--- src/rtl/serial_pattern_tx.sv ---
// Serial frame transmitter: right-aligned payload sent MSB first, optional even-parity bit (SPTX_PARITY_EN).
// Latency: first bit one cycle after the accepting edge; a frame takes len cycles (len+1 with parity).
// Backpressure: ready is high in IDLE and in the final frame cycle; start is ignored whenever ready is low.
module serial_pattern_tx #(
   parameter int WIDTH = 21,
   parameter int LEN_W = 5
) (
   input  logic             clk,
   input  logic             rst_n,
   input  logic             start,
   input  logic [WIDTH-1:0] data_in,
   input  logic [LEN_W-1:0] len,
   output logic             out,
   output logic             ready,
   output logic             busy,
   output logic             done
);
   localparam int CW = $clog2(WIDTH + 1);

`ifdef SPTX_PARITY_EN
   typedef enum logic [1:0] {S_IDLE, S_SHIFT, S_PARITY} state_t;
`else
   typedef enum logic {S_IDLE, S_SHIFT} state_t;
`endif

   state_t           state, state_nxt;
   logic [WIDTH-1:0] sreg;
   logic [CW-1:0]    cnt;
   logic [CW-1:0]    len_c;
   logic [CW-1:0]    shamt;
   logic             last;
   logic             accept;
`ifdef SPTX_PARITY_EN
   logic             par;
`endif

   // Oversized lengths are clamped; the payload is left-justified so the MSB is always the next bit out.
   always_comb begin
      len_c = '0;
      if (32'(len) > WIDTH)
         len_c = CW'(WIDTH);
      else
         len_c = CW'(len);
      shamt = CW'(WIDTH) - len_c;
   end

`ifdef SPTX_PARITY_EN
   assign last = (state == S_PARITY);
`else
   assign last = (state == S_SHIFT) && (cnt == CW'(1));
`endif

   assign accept = start && ((state == S_IDLE) || last) && (len_c != '0);

   always_ff @(posedge clk or negedge rst_n) begin
      if (!rst_n)
         state <= S_IDLE;
      else
         state <= state_nxt;
   end

   always_comb begin
      state_nxt = state;
      case (state)
         S_IDLE:
            if (accept) state_nxt = S_SHIFT;
`ifdef SPTX_PARITY_EN
         S_SHIFT:
            if (cnt == CW'(1)) state_nxt = S_PARITY;
         S_PARITY:
            state_nxt = accept ? S_SHIFT : S_IDLE;
`else
         S_SHIFT:
            if (cnt == CW'(1)) state_nxt = accept ? S_SHIFT : S_IDLE;
`endif
         default:
            state_nxt = S_IDLE;
      endcase
   end

   always_comb begin
      out   = 1'b0;
      busy  = 1'b0;
      done  = last;
      ready = (state == S_IDLE) || last;
      case (state)
         S_SHIFT: begin
            out  = sreg[WIDTH-1];
            busy = 1'b1;
         end
`ifdef SPTX_PARITY_EN
         S_PARITY: begin
            out  = par;
            busy = 1'b1;
         end
`endif
         default: begin
            out  = 1'b0;
            busy = 1'b0;
         end
      endcase
   end

   always_ff @(posedge clk or negedge rst_n) begin
      if (!rst_n) begin
         sreg <= '0;
         cnt  <= '0;
`ifdef SPTX_PARITY_EN
         par  <= 1'b0;
`endif
      end else if (accept) begin
         sreg <= data_in << shamt;
         cnt  <= len_c;
`ifdef SPTX_PARITY_EN
         par  <= 1'b0;
`endif
      end else if (state == S_SHIFT) begin
         sreg <= sreg << 1;
         cnt  <= cnt - CW'(1);
`ifdef SPTX_PARITY_EN
         par  <= par ^ sreg[WIDTH-1];
`endif
      end
   end
endmodule

--- config.mk ---
export PLATFORM = sky130hd
export DESIGN_NAME = serial_pattern_tx
export DESIGN_NICKNAME = d
export VERILOG_FILES = /design/src/rtl/serial_pattern_tx.sv
export SDC_FILE = /design/constraint.sdc
export NUM_CORES = 1
export LEC_CHECK = 0
export CORE_MARGIN = 2
export CORE_UTILIZATION = 52
export CTS_BUF_LIST = sky130_fd_sc_hd__clkbuf_2
export CTS_CLUSTER_SIZE = 20
export DETAILED_ROUTE_END_ITERATION = 6
export GPL_TIMING_DRIVEN = 0
export PLACE_DENSITY = 0.88
export SYNTH_ARGS = -nofsm -noshare
export SYNTH_HDL_FRONTEND = slang
export SYNTH_SLANG_ARGS = --single-unit
--- constraint.sdc ---
create_clock -name clk -period 2.2 [get_ports clk]
set_input_delay 0.44 -clock clk [delete_from_list [all_inputs] [get_ports clk]]
set_output_delay 0.44 -clock clk [all_outputs]
set_load 0.03 [all_outputs]
==> impl_results.md <==
- Initial Util: 0.544
- Final Hold Fails: 0
- Worst reg2reg startpoint: cnt[1]$_DFFE_PN0P_
- Finished Layout Cells: 450
- Ports: 33
- DRT Wirelength: 9560 um
- Syn Inst Count: 323
- Synthesized area: 0.00258 mm^2
- Vias: 3,066
- Antenna cell count: 0
- Rows: 25
- Post-DRT Antenna Nets: 0
- Clock buffer depth: 2
- Synth Flop Type: dfrtp_1
- LEAKAGE: 1.40 nW
- Pre-CTS setup slack: -1180 ps
- Ys Warns: 0
- IO Port Bufs: 31
- R2R depth: 9
- Worst skew pair latency: 370 ps
- Routability cong.: 1.01
- Critical Path RT: 2520 ps
- Worst Path Arrival: 2490 ps
- Final Util: 0.746
- Total GRT Usage: 0.358
- Synth Area per Inst: 8.00 um^2
- Slew Viols, Final: 0
- Max Cap Viol: 0
- Syn nets: 355
- Peak VDD IR: 540 uV
- Hold Path Stages: 2
- Sequential area share after synthesis: 0.261
- Hold path start: sreg[0]$_DFFE_PN0P_
- R2R Setup Slk: 120 ps
- Reg-to-reg critical path endpoint: sreg[18]$_DFFE_PN0P_
- Final WS setup: 27.6 ps
- Ys async rst share: 1.00
- Drt pass-1 iters: 5
- Antenna violations before repair: 0
- CORE AREA: 0.00475 mm^2
- DP HPWL: 6650 um
- CTS tree: built
- Area Overhead vs Synth: 37.2%
- # DRC: 0
- Layout cells sized above 1: 0.282
- Clock Tree Root: clkbuf_2
- CP Class: in -> reg
- CTS buffer count: 3
- PD cells: 803 mW/mm^2
- CP startpoint kind: primary input
- Crit path time final: 2170 ps
- Status: complete, no violations
- Cell area after layout: 0.00355 mm^2
- Routed vias/inst: 6.81
- Max Clk Rate: 460 MHz
- DRT iter0 DRCs: 430
- Clk slew on worst S/H paths: 240 ps
- Post-Place Cell Area: 0.00311 mm^2
- Fill cell count: 376
- Unique masters post-synth: 63
- Design Power: 0.00285 W
- Die Ht: 74.5 um
- Post-route clock skew: 21.4 ps
- Post-CTS Hold Fix Bufs: 0
- First-pass GRT wire length: 14,900 um
- Crit path max fanout: 5
- Inst Count DP: 421
- WL per Instance: 21.2 um
- EDFF count, synth: 0
- Largest net degree at the start of global routing: 28
- Final period util: 0.987
- GR Overflow Total: 0
- Tightest Pin Transition: 1250 ps
- Hold/Removal Path Class: reg -> reg
- Worst Hold End: sreg[0]$_DFFE_PN0P_
- Vias in the first global route: 2,985
- Final setup fails: 0
- CP Capture Type: flop
- DIE AREA: 0.00555 mm^2
- Nets: 416
- Clock sink count: 27
- Yosys reg bits: 27
- Die Width: 74.5 um
- Slew headroom: 0.165
- H-Tree Level Count: 1
-- report_power, final --
part           internal (W)  switching [W]
Clock             0.0000479       0.000151
Sequential         0.000728       0.000162
Combinational      0.000808       0.000952
Total               0.00158        0.00126
-- through the flow --
stage          hold slack [ps]  setup TNS [ps]
6_report                   507               0
5_1_grt                    543         -0.0808
4_1_cts                    512               0
3_5_place_dp               463          -23190
3_3_place_gp               464          -23560
2_1_floorplan              144           -1530
-- worst max-delay path, stage by stage --
cell,delay (ps)
buf_6,100
buf_8,110
o21ai_4,160
nand2_4,90
inv_4,70
buf_8,90
buf_12,100
ha_4,150
clkbuf_16,140
nor2_1,50
a31oi_2,240
buf_4,170
a41oi_1,140
o22ai_1,250
o21a_1,160
-- sequential cells by signal, indices dropped and copies added (netlist names) --
signal	cells
sreg	21
cnt	5
state	1
-- cells in the mapped netlist (8+ instances only) --
master,count,area share
a211oi_1,11,0.032
nand3_1,10,0.019
o21ai_0,35,0.068
a31oi_1,8,0.019
clkbuf_1,12,0.017
a21oi_1,18,0.035
nand2_1,28,0.041
inv_1,14,0.020
and2_1,11,0.027
nor2_1,23,0.033
dfrtp_1,27,0.26
-- what timing repair did --
action	in CTS	in global routing
pin swaps	14	7
gates resized for setup	63	30
gates cloned	1	1
setup endpoints to repair	29	26
buffers inserted	19	4
-- layer usage --
metal | track usage | routed length (um) | part of all wire
met5 | 0 | 0 | 0
met2 | 0.559 | 4390 | 0.46
met4 | 0.113 | 262 | 0.027
met3 | 0.0935 | 995 | 0.10
met1 | 0.490 | 3910 | 0.41
-- cell usage in the layout, fill, tap and decap left out, drive strengths merged, types with 6 or more instances in the layout --
master         Yosys  routed
a211oi            12      12
a21oi             18      18
a31oi              8       8
and2              11      11
and3               6       6
buf               11      39
clkbuf            12      19
clkdlybuf4s50      0      24
dfrtp             27      27
inv               14      14
mux4               7       7
nand2             30      30
nand3             10      10
nor2              23      23
nor3               7       7
o21a               7       7
o21ai             37      37
-- worst max path at each step --
stage / from / endpoint / slack, ps
floorplan: len[2] / sreg[18]$_DFFE_PN0P_ / -210
global placement: len[3] / sreg[20]$_DFFE_PN0P_ / -1200
detailed placement: len[3] / sreg[14]$_DFFE_PN0P_ / -1180
CTS: state$_DFF_PN0_ / sreg[14]$_DFFE_PN0P_ / 2
global route: len[4] / sreg[18]$_DFFE_PN0P_ / -0.08
finish: len[3] / sreg[8]$_DFFE_PN0P_ / 30
-- logic make-up (layout without fill, tap and decap cells) --
logic type      after synthesis  after routing  synth area share
compound gates              140            140             0.383
fa+ha+maj                     3              3            0.0145
xor+xnor                      2              2           0.00678
buf+inv                      38             98            0.0644
simple gates                101            101             0.189
flops                        27             27             0.261
mux                          12             12            0.0813
-- final cells by class --
type | instances | area, um^2 | area share
buffer | 23 | 221 | 0.0625
clock buffer | 4 | 20.0 | 0.00565
inverter | 15 | 62.6 | 0.0176
multi-input combinational | 258 | 1980 | 0.558
sequential | 27 | 677 | 0.191
tap | 67 | 83.8 | 0.0236
timing repair buffer | 56 | 503 | 0.142
No activity file was read; power rests on OpenSTA's default activity.
